==> src/rtl/hdmi_rx_timing_detect.sv <==
// hdmi_rx_timing_detect
//   Receive-side timing detector for the ADV7611 output bus, running on the
//   line-locked pixel clock. It measures HS/VS/DE timing and locks after the
//   format has repeated for STABLE_FRAMES frames. While locked, it tags every
//   active pixel with x/y coordinates and sof/eol strobes.
// Ports
//   clk, reset                      pixel clock, synchronous active-high reset
//   vid_hs, vid_vs, vid_de, vid_d   raw receiver bus
//   pix_d, pix_x, pix_y, pix_valid  tagged pixel stream, 2 clk after the ports
//   sof, eol                        first pixel of frame / last DE pixel of line
//   h_total, h_active               published line timing in clocks
//   v_total, v_active               published frame timing in lines
//   locked, fmt_change              lock status and 1-cycle format-change pulse
module hdmi_rx_timing_detect #(
    parameter int unsigned H_CNT_W          = 12,
    parameter int unsigned V_CNT_W          = 11,
    parameter int unsigned STABLE_FRAMES    = 4,
    parameter bit          SYNC_ACTIVE_HIGH = 1'b1
) (
    input  logic               clk,
    input  logic               reset,
    input  logic               vid_hs,
    input  logic               vid_vs,
    input  logic               vid_de,
    input  logic [23:0]        vid_d,
    output logic [23:0]        pix_d,
    output logic [H_CNT_W-1:0] pix_x,
    output logic [V_CNT_W-1:0] pix_y,
    output logic               pix_valid,
    output logic               sof,
    output logic               eol,
    output logic [H_CNT_W-1:0] h_total,
    output logic [H_CNT_W-1:0] h_active,
    output logic [V_CNT_W-1:0] v_total,
    output logic [V_CNT_W-1:0] v_active,
    output logic               locked,
    output logic               fmt_change
);

    localparam int unsigned PIX_W = 24;
    localparam int unsigned SC_W  = $clog2(STABLE_FRAMES + 1);

    typedef enum logic [1:0] {
        ST_SEARCH  = 2'd0,
        ST_MEASURE = 2'd1,
        ST_LOCKED  = 2'd2
    } state_t;

    // Input stage and one-cycle history for edge detection
    logic             hs_r, vs_r, de_r;
    logic             hs_q, vs_q, de_q;
    logic [PIX_W-1:0] d_r;

    logic hs_rise, vs_rise, de_rise, de_fall;

    // Measurement counters and latched per-line values
    logic [H_CNT_W-1:0] hcnt, hact_cnt, h_meas, h_act_meas;
    logic [V_CNT_W-1:0] vcnt, vact;
    logic               hcnt_sat, vcnt_sat, meas_sat, meas_match;

    // Stored frame measurement used for stability comparison
    logic [H_CNT_W-1:0] st_htot, st_hact;
    logic [V_CNT_W-1:0] st_vtot, st_vact;
    logic               st_vld;

    // FSM
    state_t          state, state_nxt;
    logic [SC_W-1:0] stable_cnt, stable_nxt, stable_inc;
    logic            store_en, publish_en, clr_meas, fmt_chg_nxt, lock_nxt;

    // Pixel tagging
    logic [H_CNT_W-1:0] x_cnt, col;
    logic [V_CNT_W-1:0] y_cnt, row;
    logic               row_pend, new_frame;

    // Register and polarity-normalise the receiver bus
    always_ff @(posedge clk) begin
        if (reset) begin
            hs_r <= 1'b0;
            vs_r <= 1'b0;
            de_r <= 1'b0;
            hs_q <= 1'b0;
            vs_q <= 1'b0;
            de_q <= 1'b0;
            d_r  <= '0;
        end else begin
            hs_r <= SYNC_ACTIVE_HIGH ? vid_hs : ~vid_hs;
            vs_r <= SYNC_ACTIVE_HIGH ? vid_vs : ~vid_vs;
            de_r <= vid_de;
            hs_q <= hs_r;
            vs_q <= vs_r;
            de_q <= de_r;
            d_r  <= vid_d;
        end
    end

    assign hs_rise = hs_r & ~hs_q;
    assign vs_rise = vs_r & ~vs_q;
    assign de_rise = de_r & ~de_q;
    assign de_fall = ~de_r & de_q;

    assign hcnt_sat = &hcnt;
    assign vcnt_sat = &vcnt;
    assign meas_sat = (&h_meas) | (&h_act_meas) | (&vcnt) | (&vact);
    assign meas_match = st_vld & ~meas_sat &
                        (h_meas == st_htot) & (h_act_meas == st_hact) &
                        (vcnt == st_vtot) & (vact == st_vact);

    // Saturating timing counters; an HS coincident with VS opens the new frame
    always_ff @(posedge clk) begin
        if (reset) begin
            hcnt       <= '0;
            hact_cnt   <= '0;
            h_meas     <= '0;
            h_act_meas <= '0;
            vcnt       <= '0;
            vact       <= '0;
        end else begin
            if (hs_rise)
                hcnt <= H_CNT_W'(1);
            else if (!hcnt_sat)
                hcnt <= hcnt + H_CNT_W'(1);

            if (de_rise)
                hact_cnt <= H_CNT_W'(1);
            else if (de_r && !(&hact_cnt))
                hact_cnt <= hact_cnt + H_CNT_W'(1);

            if (clr_meas) begin
                h_meas     <= '0;
                h_act_meas <= '0;
            end else begin
                if (hs_rise) h_meas     <= hcnt;
                if (de_fall) h_act_meas <= hact_cnt;
            end

            if (vs_rise)
                vcnt <= hs_rise ? V_CNT_W'(1) : '0;
            else if (hs_rise && !vcnt_sat)
                vcnt <= vcnt + V_CNT_W'(1);

            if (vs_rise)
                vact <= de_rise ? V_CNT_W'(1) : '0;
            else if (de_rise && !(&vact))
                vact <= vact + V_CNT_W'(1);
        end
    end

    // Lock FSM: state register
    always_ff @(posedge clk) begin
        if (reset) begin
            state      <= ST_SEARCH;
            stable_cnt <= '0;
            locked     <= 1'b0;
            fmt_change <= 1'b0;
        end else begin
            state      <= state_nxt;
            stable_cnt <= stable_nxt;
            locked     <= lock_nxt;
            fmt_change <= fmt_chg_nxt;
        end
    end

    assign stable_inc = stable_cnt + SC_W'(1);

    // Lock FSM: next state; losing HS or VS overrides any frame decision
    always_comb begin
        state_nxt   = state;
        stable_nxt  = stable_cnt;
        store_en    = 1'b0;
        publish_en  = 1'b0;
        clr_meas    = 1'b0;
        fmt_chg_nxt = 1'b0;
        if (hcnt_sat || vcnt_sat) begin
            state_nxt  = ST_SEARCH;
            stable_nxt = '0;
        end else if (vs_rise) begin
            unique case (state)
                ST_SEARCH: begin
                    clr_meas   = 1'b1;
                    stable_nxt = '0;
                    state_nxt  = ST_MEASURE;
                end
                ST_MEASURE: begin
                    store_en = 1'b1;
                    if (!meas_match) begin
                        stable_nxt = '0;
                    end else begin
                        stable_nxt = stable_inc;
                        if (stable_inc == SC_W'(STABLE_FRAMES - 1)) begin
                            state_nxt  = ST_LOCKED;
                            publish_en = 1'b1;
                        end
                    end
                end
                ST_LOCKED: begin
                    store_en = 1'b1;
                    if (meas_match) begin
                        publish_en = 1'b1;
                    end else begin
                        fmt_chg_nxt = 1'b1;
                        stable_nxt  = '0;
                        state_nxt   = ST_MEASURE;
                    end
                end
                default: state_nxt = ST_SEARCH;
            endcase
        end
    end

    assign lock_nxt = (state_nxt == ST_LOCKED);

    // Stored comparison set and published timing
    always_ff @(posedge clk) begin
        if (reset) begin
            st_htot  <= '0;
            st_hact  <= '0;
            st_vtot  <= '0;
            st_vact  <= '0;
            st_vld   <= 1'b0;
            h_total  <= '0;
            h_active <= '0;
            v_total  <= '0;
            v_active <= '0;
        end else begin
            if (clr_meas) begin
                st_vld <= 1'b0;
            end else if (store_en) begin
                st_htot <= h_meas;
                st_hact <= h_act_meas;
                st_vtot <= vcnt;
                st_vact <= vact;
                st_vld  <= 1'b1;
            end
            if (publish_en) begin
                h_total  <= h_meas;
                h_active <= h_act_meas;
                v_total  <= vcnt;
                v_active <= vact;
            end
        end
    end

    // Column/row of the pixel currently in the input stage
    assign new_frame = row_pend | vs_rise;
    assign col       = de_q ? x_cnt : '0;
    assign row       = new_frame ? '0 : (y_cnt + V_CNT_W'(1));

    // Pixel tagging; the live vid_de gives eol its one cycle of lookahead
    always_ff @(posedge clk) begin
        if (reset) begin
            x_cnt     <= '0;
            y_cnt     <= '0;
            row_pend  <= 1'b1;
            pix_d     <= '0;
            pix_x     <= '0;
            pix_y     <= '0;
            pix_valid <= 1'b0;
            sof       <= 1'b0;
            eol       <= 1'b0;
        end else begin
            pix_d     <= d_r;
            pix_valid <= lock_nxt & de_r;
            sof       <= lock_nxt & de_rise & new_frame;
            eol       <= lock_nxt & de_r & ~vid_de;
            if (de_r) begin
                pix_x <= col;
                x_cnt <= col + H_CNT_W'(1);
            end
            if (de_rise) begin
                y_cnt    <= row;
                pix_y    <= row;
                row_pend <= 1'b0;
            end else begin
                if (de_r)    pix_y    <= y_cnt;
                if (vs_rise) row_pend <= 1'b1;
            end
        end
    end

endmodule

==> config.mk <==
export PLATFORM = sky130hd
export DESIGN_NAME = hdmi_rx_timing_detect
export DESIGN_NICKNAME = d
export VERILOG_FILES = /design/src/rtl/hdmi_rx_timing_detect.sv
export SDC_FILE = /design/constraint.sdc
export NUM_CORES = 1
export LEC_CHECK = 0
export ABC_AREA = 1
export ABC_CLOCK_PERIOD_IN_PS = 2200
export BUFFER_PORTS_ARGS = -buffer_cell sky130_fd_sc_hd__buf_4
export CAP_MARGIN = 10
export CORE_UTILIZATION = 40
export DETAILED_ROUTE_END_ITERATION = 7
export SYNTH_ARGS = -nofsm -noshare
export SYNTH_HDL_FRONTEND = slang
export SYNTH_SLANG_ARGS = --single-unit
export TNS_END_PERCENT = 10
==> constraint.sdc <==
create_clock -name clk -period 2.2 [get_ports clk]
set_input_delay 0.33 -clock clk [delete_from_list [all_inputs] [get_ports clk]]
set_output_delay 0.33 -clock clk [all_outputs]
set_load 0.01 [all_outputs]
==> results of run 1 <==
## registers in the layout, indices dropped and copies added, names as in the netlist, 12 cells and up
name        count
st_hact        12
hcnt           12
h_active       12
pix_x          12
hact_cnt       12
h_act_meas     12
st_htot        12
d_r            24
h_total        12
h_meas         12
pix_d          24
x_cnt          12
## cells in the mapped netlist, drive strengths merged
library cell | number | area, µm²
ha | 12 | 150
a211oi | 27 | 203
clkinv | 1 | 3.75
o21bai | 2 | 15.0
nand3 | 35 | 190
nor3 | 36 | 185
nand2 | 266 | 1000
xor2 | 12 | 105
dfxtp | 274 | 5490
nand4 | 23 | 144
a31oi | 5 | 31.3
nor4 | 6 | 52.6
buf | 17 | 141
nand3b | 5 | 37.5
and2 | 2 | 12.5
xnor2 | 11 | 96.3
o21a | 4 | 30.0
inv | 240 | 901
or4 | 1 | 7.51
o31ai | 1 | 7.51
or2 | 1 | 6.26
clkbuf | 42 | 158
a21oi | 145 | 726
nor2 | 220 | 852
nor3b | 2 | 15.0
o211ai | 7 | 52.6
o21ai | 149 | 746
## worst max path at each step
stage | end | slack (ns) | cells past startpoint
CTS | v_total[4] | 0.007 | 15
finish | v_active[9] | -0.03 | 17
global route | h_active[6] | -0.16 | 16
floorplan | h_active[6] | 0.18 | 13
global placement | v_total[10] | -0.05 | 15
detailed placement | v_total[10] | -0.10 | 15
## metrics by stage
stage                     util [%]  hold WS (ns)
after floorplan                  -         0.388
after global placement        47.3         0.388
after detailed placement      47.3         0.392
after CTS                     52.3        0.0479
after global routing          54.8        0.0606
final                         54.8        0.0655
## final cells by class
class	count	area [µm²]	area share, %
multi-input cells	972	5070	33.2
inverters	241	913	5.98
clock inverters	21	234	1.53
flip-flops and latches	274	5580	36.5
well taps	378	473	3.10
repair buffers	258	2240	14.7
clock buffers	33	771	5.05
## logic make-up after synthesis
family / share of synthesized area, %
xor+xnor: 1.77
compound gates: 15.9
buf+inv: 10.6
flops: 48.3
fa+ha+maj: 1.32
simple gates: 22.0
## per-layer routing
metal	track usage [%]	routed length, µm	up-vias	part of all wire, %
met4	5.01	496	0	1.6
met2	34.1	14500	252	46
met5	0	0	-	0
met1	28.8	15300	4820	48
li1	-	-	5403	-
met3	3.44	1620	39	5.1
## power breakdown
part / total [µW] / switching [µW] / internal (µW)
clock: 5100 / 2100 / 3000
combinational: 899 / 534 / 364
sequential: 5160 / 77.4 / 5080
## what timing repair did
item | in CTS | in global routing
hold buffers | 27 | 0
endpoints found under the hold margin | 28 | 0
gates resized for setup | 21 | 203
endpoints found under the setup margin | 51 | 112
pin swaps | 2 | 31
cloned | 1 | 7
buffers inserted | 3 | 11
==> results by group, run 1 <==
Hold path
  • Worst Hold Endpoint: hact_cnt[0]
  • HP Start: reset
  • Min-Delay Path Class: in2reg
  • Hold Path Cell Cnt: 2

Worst setup path
  • Critical Path Slowest Stage Cell: dfxtp_2
  • Buf/Inv on CP: 4
  • Critical Path Max Stage Delay: around 0.35 ns
  • CP cell instances: inv_2, nand2_4, nand2_2, nor2_4, nand2_2, nor2_2, nand2_1, nor2_2, nand3_2, nor3_4, nor2_4, nor2_8, buf_4, buf_4, inv_1, nor2_1, nor2_1
  • Reg2reg setup slack: -0.03 ns
  • Worst setup path start: h_meas[8]
  • Crit Reg-Reg Startpoint: h_meas[8]
  • Capturing point of the worst reg2reg path: v_active[9]
  • CP Max Fanout: 5
  • R2R cell count: 17
  • CP delay by family, top: simple AND/OR/NAND/NOR gates
  • Startpoint Class: flip-flop
  • Crit path DAT: 2.67 ns
  • Crit end category: flip-flop
  • Worst Path Required: 2.64 ns
  • Kind of critical path: reg2reg

STA
  • Max frequency: 449 MHz
  • Period minus WS final: 2.23 ns
  • Pins Over Slew Limit: 0
  • Slew @ Worst Pin: 0.727 ns
  • TNS Setup: -0.107 ns
  • Final period util: 101%
  • Final setup violation count: 10
  • Worst setup margin: -0.0269 ns
  • Hold Vio Cnt, Final: 0
  • Slew HR: 51.5%
  • Unrepaired setup endpoints after global routing: yes
  • Worst Skew: roughly 0.012 ns

Yosys
  • Post-Syn Nets: 1587
  • Unique masters post-synth: 38
  • Avg Synthesized Cell Area: 7.34 µm²
  • Cell area after synthesis: between 10000 and 15000 µm²
  • Seq/Total Area, Yosys: 48.3%
  • Mapped Cells: 1546
  • Synth warn: 0
  • Yosys reg bits: ~270

Finish
  • Most common cell after layout, fill and taps aside: nand2_1
  • Area delta synth->final: 34.5%
  • Ant. Diodes: 0
  • Share of cells above drive strength 1: 26.5%
  • Layout fillers: 2578
  • Final instance area: 15300 µm²
  • Final nets: 1817
  • Post-Layout Cell Count: 2177
  • Commonest non-fill, non-tap cells in the layout: nand2_1, dfxtp_1, inv_1

Power and ir drop
  • Tot Pwr: roughly 11000 µW
  • Max rail drop VDD: 0.000533 V
  • Cell Pwr Density: about 730 nW/µm²
  • Leak: 0.00670 µW

Job
  • Max Cap Viol: 0

Clocking
  • Clock Latency Late Sink: 0.56 ns
  • Clock Sinks: 274
  • Max Buffers Root-to-Sink: 3
  • CTS tree: done
  • Clock transition at the registers of the reported paths: 0.06 ns
  • Total CTS buffers: 29
  • Clock Root Buffer: clkbuf_16
  • H-tree lvl count: 1

Die
  • Initial core utilization: 40.8%
  • # rows: 61
  • Floorplan Core Area: 27900 µm²
  • Die X: between 150 and 200 µm
  • Die area: 29100 µm²
  • Die height: 170 µm
  • IO Pins: 127

Route
  • Drt total wl: 31900 µm
  • Final antenna-violating net count: 0
  • DR vias/cell: 4.83
  • DR vias: about 11000
  • DRT Pass-1 Iters: 5
  • Initial drt markers: between 700 and 800
  • DRC Markers: 0
  • Avg WL per Cell: around 15 µm

Global route
  • Grt ovf: 0
  • Largest net degree at the start of global routing: 65
  • First-pass GRT wire length: 48800 µm
  • Initial antenna violation count: 0
  • Vias in the first global route: just under 10000
  • GRT Total Usage: around a fifth

Placement
  • IO Port Bufs: between 100 and 150
  • Final HPWL DP: 21700 µm
  • DP Area: 13200 µm²
  • Post-Place Setup Slack: -0.104 ns
  • Placed instance count: 2075
  • GP Congestion: 0.936

Outcome
  • Failing checks: negative setup slack
  • Status: complete, but fails checks
(Power assumes the default switching activity.)
==> run 2, diff against run 1 <==
--- a/config.mk
+++ b/config.mk
@@ -5,12 +5,12 @@
 export SDC_FILE = /design/constraint.sdc
 export NUM_CORES = 1
 export LEC_CHECK = 0
-export ABC_AREA = 1
 export ABC_CLOCK_PERIOD_IN_PS = 2200
 export BUFFER_PORTS_ARGS = -buffer_cell sky130_fd_sc_hd__buf_4
 export CAP_MARGIN = 10
-export CORE_UTILIZATION = 40
+export CORE_UTILIZATION = 52
 export DETAILED_ROUTE_END_ITERATION = 7
+export PLACE_DENSITY = 0.75
 export SYNTH_ARGS = -nofsm -noshare
 export SYNTH_HDL_FRONTEND = slang
 export SYNTH_SLANG_ARGS = --single-unit
==> results by group, run 2 <==
Worst setup path
  • CP cell instances: xor2_1, nor4_2, nand4_1, or4_4, a2111oi_4, buf_6, clkbuf_16, mux2i_1, nor2_1
  • Reg2reg setup slack: -0.42 ns (-0.39 ns)
  • Kind of critical path: reg2reg
  • Worst Path Required: 2.62 ns (-0.02 ns)
  • Crit Reg-Reg Startpoint: vact[9]
  • R2R cell count: 9 (-8)
  • Capturing point of the worst reg2reg path: v_active[2]
  • Startpoint Class: flip-flop
  • Critical Path Slowest Stage Cell: or4_4
  • CP Max Fanout: 7 (+2)
  • Critical Path Max Stage Delay: 0.61 ns (+0.26 ns)
  • Crit path DAT: 3.03 ns (+0.36 ns)
  • Crit end category: flip-flop

Yosys
  • Adder-cell share of the synthesized area: 1.39% (+0.072 points)
  • Most instantiated library cell after synthesis: dfxtp_1
  • Simple-gate share of the synthesized area: 23.6% (+1.6 points)
  • Post-synthesis compound-gate area fraction: 7.95% (-8.0 points)
  • Seq/Total Area, Yosys: 50.9% (+2.6 points)
  • Yosys top cell area share: 50.9% (+2.6 points)
  • Combinational family with the most area after synthesis: simple AND/OR/NAND/NOR gates
  • Top cell type by total area after synthesis: dfxtp_1
  • Top FF cell, synth: dfxtp_1
  • Ys async rst share: 0% (unchanged)
  • Commonest cells in the netlist: dfxtp_1, nand2_1, nor2_1
  • Avg Synthesized Cell Area: 8.86 µm² (+21%)
  • Mapped Cells: 1216 (-21%)
  • Synth Area in XOR/XNOR: 7.40% (+5.6 points)
  • Post-synth EDFFs: 0 (unchanged)
  • Mux cell area share after synthesis: 4.74% (+4.7 points)
  • Yosys reg bits: 274 (unchanged)
  • Synth warn: 0 (unchanged)
  • Post-Syn Nets: 1257 (-21%)
  • Unique masters post-synth: 41 (+7.9%)
  • Cell area after synthesis: 10800 µm² (-5.1%)
  • Main area contributors after synthesis: dfxtp_1, nand2_1, a21oi_1

STA
  • Final setup violation count: 52 (+42)
  • Max frequency: 382 MHz (-15%)
  • Period minus WS final: 2.62 ns (+0.389 ns)
  • Worst setup margin: -0.415 ns (-0.389 ns)
  • Final period util: 119% (+18 points)
  • Hold Vio Cnt, Final: 0 (unchanged)
  • Pins Over Slew Limit: 0 (unchanged)
  • Unrepaired setup endpoints after global routing: yes
  • Slew @ Worst Pin: 0.627 ns (-0.0996 ns)
  • Slew HR: 58.2% (+6.7 points)
  • TNS Setup: -18.60 ns (-18.50 ns)
  • Worst Skew: 0.0112 ns (-0.000534 ns)

Job
  • Max Cap Viol: 0 (unchanged)

Hold path
  • Worst Hold Endpoint: d_r[0]
  • HP Start: vid_d[0]
  • Hold Path Cell Cnt: 2 (unchanged)
  • Min-Delay Path Class: in2reg

Power and ir drop
  • Cell Pwr Density: 724 nW/µm² (-0.94%)
  • Leak: 0.00551 µW (-18%)
  • Max rail drop VDD: 0.000688 V (+29%)

Global route
  • Vias in the first global route: 9031 (-6.2%)
  • First-pass GRT wire length: 44400 µm (-9.1%)
  • Grt ovf: 0 (unchanged)
  • Initial antenna violation count: 0 (unchanged)
  • GRT Total Usage: 25.2% (+4.3 points)
  • Largest net degree at the start of global routing: 64 (-1.5%)

Route
  • Metal2 WL: 12600 µm (-13%)
  • Avg WL per Cell: 15.8 µm (+7.7%)
  • Drt total wl: 27300 µm (-14%)
  • Top routing layer used: met4
  • DR vias: 9168 (-13%)
  • Final antenna-violating net count: 0 (unchanged)
  • DRC Markers: 0 (unchanged)
  • DRT Pass-1 Iters: 5 (unchanged)
  • Initial drt markers: 610 (-15%)
  • WL met1: 12100 µm (-21%)
  • Met3 wire length: 1810 µm (+11%)
  • DR vias/cell: 5.29 (+9.6%)

Clocking
  • Clock Latency Late Sink: 0.54 ns (-0.02 ns)
  • Total CTS buffers: 28 (-3.4%)
  • H-tree lvl count: 1 (unchanged)
  • CTS tree: done
  • Clock transition at the registers of the reported paths: 0.07 ns (about the same)
  • Max Buffers Root-to-Sink: 3 (unchanged)
  • Clock Root Buffer: clkbuf_16
  • Clock Sinks: 274 (unchanged)

Finish
  • Final nets: 1485 (-18%)
  • Most common cell after layout, fill and taps aside: dfxtp_1
  • Share of cells above drive strength 1: 23.4% (-3.1 points)
  • Post-Layout Cell Count: 1732 (-20%)
  • Largest registers: d_r x24, pix_d x24
  • Area delta synth->final: 30.3%
  • Ant. Diodes: 0 (unchanged)
  • Commonest non-fill, non-tap cells in the layout: dfxtp_1, buf_4, nand2_1

Die
  • IO Pins: 127 (unchanged)
  • Floorplan Core Area: 20300 µm² (-27%)
  • Die area: 21300 µm² (-27%)
  • # rows: 52 (-15%)
  • Initial core utilization: 53.1% (+12 points)
  • Die height: 146 µm (-14%)
  • Die X: 146 µm (-14%)

Placement
  • Final HPWL DP: 17800 µm (-18%)
  • IO Port Bufs: 126 (unchanged)
  • Post-Place Setup Slack: -0.542 ns (-0.439 ns)
  • GP Congestion: 0.840 (-10%)
  • Placed instance count: 1662 (-20%)

Outcome
  • Status: complete, but fails checks
  • Failing checks: negative setup slack
run 2: what timing repair did:
item / 4_1_cts / 5_1_grt
pin swaps: 2 / 18
gates cloned: 0 / 4
hold buffers: 18 / 0
buffers inserted: 1 / 0
endpoints found under the setup margin: 95 / 117
hold endpoints to repair: 19 / 0
resized for setup: 9 / 36
run 2: final cells by class:
class	instances	area, µm²
multi-input cells	856	5010
flip-flops and latches	274	5500
clock inverters	9	87.6
repair buffers	272	2240
clock buffers	39	812
inverters	12	45.0
fillers	1620	6260
well taps	270	338
run 2: layer usage:
metal  vias up  track usage [%]
li1       4505                -
met1      4311             32.5
met2       290             42.1
met3        62             5.14
met4         0             8.63
met5         -                0
run 2: worst max-delay path, delay by kind of cell, from the launching register on:
family | cells | cell delay (ns)
XOR/XNOR | 1 | 0.18
multiplexers | 1 | 0.20
AO/OA/AOI/OAI | 1 | 0.22
buffers and inverters | 2 | 0.44
flip-flops | 1 | 0.32
AND/OR/NAND/NOR | 4 | 1.13
run 2: power breakdown:
| part | leakage [µW] | switching (µW) | internal (µW) |
|---|---|---|---|
| sequential | 0.00223 | 32.7 | 5030 |
| combinational | 0.00284 | 288 | 211 |
| clock | 0.000445 | 1920 | 2680 |
run 2: cells by family (layout without fill, tap and decap cells):
family | Yosys count | in the layout
adders and majority gates | 12 | 12
DFF | 274 | 274
buffers and inverters | 86 | 332
xor gates and xnor gates | 91 | 91
and+or+nand+nor | 546 | 546
AOI/OAI and AO/OA | 156 | 156
muxes | 51 | 51
run 2: worst max-delay path by stage:
stage,startpoint,to,slack (ns)
after floorplan,vact[5],h_total[11],-0.23
after global placement,h_act_meas[6],h_total[2],-0.49
after detailed placement,h_act_meas[6],h_total[11],-0.54
after CTS,h_meas[5],h_total[11],-0.41
after global routing,vcnt[8],v_active[10],-0.51
final,vact[9],v_active[2],-0.42
run 2: metrics by stage:
| step | utilization (%) | instance area (µm²) | power, µW | hold slack (ns) |
|---|---|---|---|---|
| floorplan | - | 10800 | 5410 | 0.409 |
| global placement | 62.5 | 12700 | 5610 | 0.417 |
| detailed placement | 62.5 | 12700 | 5620 | 0.423 |
| CTS | 68.1 | 13800 | 10200 | 0.000320 |
| global route | 69.2 | 14000 | 10500 | 0.00769 |
| finish | 69.2 | 14000 | 10200 | 0.0103 |
==> run 3, diff against run 2 <==
--- a/config.mk
+++ b/config.mk
@@ -8,9 +8,12 @@
 export ABC_CLOCK_PERIOD_IN_PS = 2200
 export BUFFER_PORTS_ARGS = -buffer_cell sky130_fd_sc_hd__buf_4
 export CAP_MARGIN = 10
+export CORE_ASPECT_RATIO = 1.2
 export CORE_UTILIZATION = 52
+export CTS_BUF_LIST = sky130_fd_sc_hd__clkbuf_16
 export DETAILED_ROUTE_END_ITERATION = 7
 export PLACE_DENSITY = 0.75
+export SETUP_SLACK_MARGIN = 0.4
 export SYNTH_ARGS = -nofsm -noshare
 export SYNTH_HDL_FRONTEND = slang
 export SYNTH_SLANG_ARGS = --single-unit
==> results by group, run 3 (synthesis gave the netlist of run 2 again) <==
Placement
  • IO Port Bufs: 126 (unchanged)
  • Post-Place Setup Slack: -0.454 ns (+0.0885 ns)
  • Final HPWL DP: 17600 µm (-1.3%)
  • GP Congestion: 0.848 (+1.0%)

Power and ir drop
  • Clock Power Share: 44.6% (-0.7 points)
  • Max rail drop VDD: 0.000649 V (-5.6%)
  • Cell Pwr Density: 713 nW/µm² (-1.5%)
  • Tot Pwr: 10000 µW (-1.5%)
  • Leak: 0.00546 µW (-1.0%)
  • Int Pwr: 7800 µW (-1.5%)
  • Sw Ratio: 22.1% (+0.028 points)
  • Comb pwr share: 4.8% (about the same)
  • Sw power: 2210 µW (-1.4%)
  • Flop pwr share: 50.5% (+0.7 points)

Worst setup path
  • Kind of critical path: reg2reg
  • Crit path DAT: 3.03 ns (about the same)
  • Crit end category: flip-flop
  • CP Max Fanout: 8 (+1)
  • Startpoint Class: flip-flop
  • Worst Path Required: 2.60 ns (-0.02 ns)

STA
  • Final period util: 120% (+0.95 points)
  • Slew @ Worst Pin: 0.520 ns (-0.108 ns)
  • Worst setup margin: -0.436 ns (-0.0209 ns)
  • Unrepaired setup endpoints after global routing: yes
  • Hold Vio Cnt, Final: 0 (unchanged)
  • Pins Over Slew Limit: 0 (unchanged)
  • Hold Slack: 0.0123 ns (+0.00196 ns)
  • Final setup violation count: 52 (unchanged)
  • Period minus WS final: 2.64 ns (+0.0209 ns)
  • Max frequency: 379 MHz (-0.79%)
  • Worst Skew: 0.0177 ns (+0.00646 ns)
  • Slew HR: 65.3% (+7.2 points)

Die
  • Die area: 21300 µm² (about the same)
  • Floorplan Core Area: 20300 µm² (-0.22%)
  • Initial core utilization: 53.2% (+0.12 points)
  • Die height: 160 µm (+9.4%)
  • Die X: 133 µm (-8.6%)
  • IO Pins: 127 (unchanged)
  • # rows: 57 (+9.6%)

Clocking
  • Clock Sinks: 274 (unchanged)
  • Clock Root Buffer: clkbuf_16
  • H-tree lvl count: 1 (unchanged)
  • Total CTS buffers: 26 (-7.1%)
  • Clock transition at the registers of the reported paths: 0.06 ns (about the same)
  • Max Buffers Root-to-Sink: 3 (unchanged)
  • Clock Latency Late Sink: 0.53 ns (about the same)
  • CTS tree: done

Route
  • DRC Markers: 0 (unchanged)
  • Avg WL per Cell: 15.8 µm (+0.19%)
  • Initial drt markers: 782 (+28%)
  • Drt total wl: 27000 µm (-1.3%)
  • DR vias/cell: 5.33 (+0.70%)
  • DR vias: 9099 (-0.75%)
  • DRT Pass-1 Iters: 5 (unchanged)
  • Final antenna-violating net count: 0 (unchanged)

Hold path
  • Min-Delay Path Class: in2reg

Finish
  • Share of cells above drive strength 1: 25.7% (+2.3 points)
  • Ant. Diodes: 0 (unchanged)
  • Area delta synth->final: 30.4% (about the same)
  • Most common cell after layout, fill and taps aside: dfxtp_1
  • Layout fillers: 1527 (-5.7%)
  • Largest registers: d_r x24, pix_d x24
  • Commonest non-fill, non-tap cells in the layout: dfxtp_1, buf_4, nand2_1
  • Final nets: 1465 (-1.3%)

Global route
  • Largest net degree at the start of global routing: 49 (-23%)
  • GRT Total Usage: 24.9% (-0.33 points)
  • First-pass GRT wire length: 43300 µm (-2.3%)
  • Initial antenna violation count: 0 (unchanged)
  • Vias in the first global route: 8912 (-1.3%)
  • Grt ovf: 0 (unchanged)

Job
  • Max Cap Viol: 0 (unchanged)

Outcome
  • Status: complete, but fails checks
  • Failing checks: negative setup slack
[run 3: cell count changes in the layout (fill, tap and decap cells not counted), sizes merged]
| cell | delta |
|---|---|
| dlygate4sd3 | -17 |
| clkbuf | -14 |
| clkinv | +3 |
| inv | +2 |
| buf | +1 |
| bufinv | +2 |
| clkinvlp | +3 |
[run 3: worst paths after layout]
path	startpoint	to	slack, ns	cells after the start
setup / recovery	vcnt[5]	v_total[5]	-0.44	11
hold / removal	vid_d[15]	d_r[15]	0.01	2
setup reg to reg	vcnt[5]	v_total[5]	-0.44	11
hold reg to reg	d_r[16]	pix_d[16]	0.44	1
[run 3: final cells by class]
type / instances / area (µm²) / share of cell area, %
timing repair buffer: 254 / 2100 / 14.9
tap: 265 / 332 / 2.36
clock buffer: 27 / 676 / 4.81
sequential: 274 / 5510 / 39.3
clock inverter: 19 / 173 / 1.23
inverter: 12 / 45.0 / 0.321
multi-input combinational: 856 / 5210 / 37.1
[run 3: worst max-delay path, stage by stage (launching register included)]
cell       delay (ns)
dfxtp_1          0.34
xnor2_2          0.27
nand4_1          0.18
nor4_4           0.36
buf_4            0.18
nand3_2          0.10
a2111oi_4        0.37
buf_6            0.20
buf_12           0.11
buf_16           0.13
mux2i_2          0.20
nor2_1           0.07
[run 3: per-stage QoR]
| stage | cells | util (%) | TNS, ns | area (µm²) |
|---|---|---|---|---|
| 2_1_floorplan | 1216 | - | -18.41 | 10800 |
| 3_3_place_gp | 1647 | 62.2 | -19.52 | 12600 |
| 3_5_place_dp | 1647 | 62.2 | -23.27 | 12600 |
| 4_1_cts | 1704 | 67.9 | -17.58 | 13700 |
| 5_1_grt | 1707 | 69.3 | -25.00 | 14000 |
| 6_report | 1707 | 69.3 | -18.22 | 14000 |
[run 3: metal layers]
metal	global-route usage [%]	part of all wire, %	vias up
met5	0	0	-
met4	8.06	3.0	0
met3	4.19	5.6	60
met2	44.2	50	263
met1	30.4	41	4293
li1	-	-	4483
[run 3: power groups by stage]
stage	Combinational, µW	Clock, µW	Sequential [µW]
6_report	483	4470	5060
5_1_grt	521	4720	5060
4_1_cts	467	4520	5060
3_5_place_dp	449	0	5170
3_3_place_gp	444	0	5170
2_1_floorplan	239	0	5180
[run 3: timing repair]
action,4_1_cts,5_1_grt
hold endpoints to repair,1,0
setup endpoints to repair,163,164
pin swaps,6,24
gates resized for setup,47,51
buffers inserted,7,2
hold buffers,1,0
gates cloned,3,1
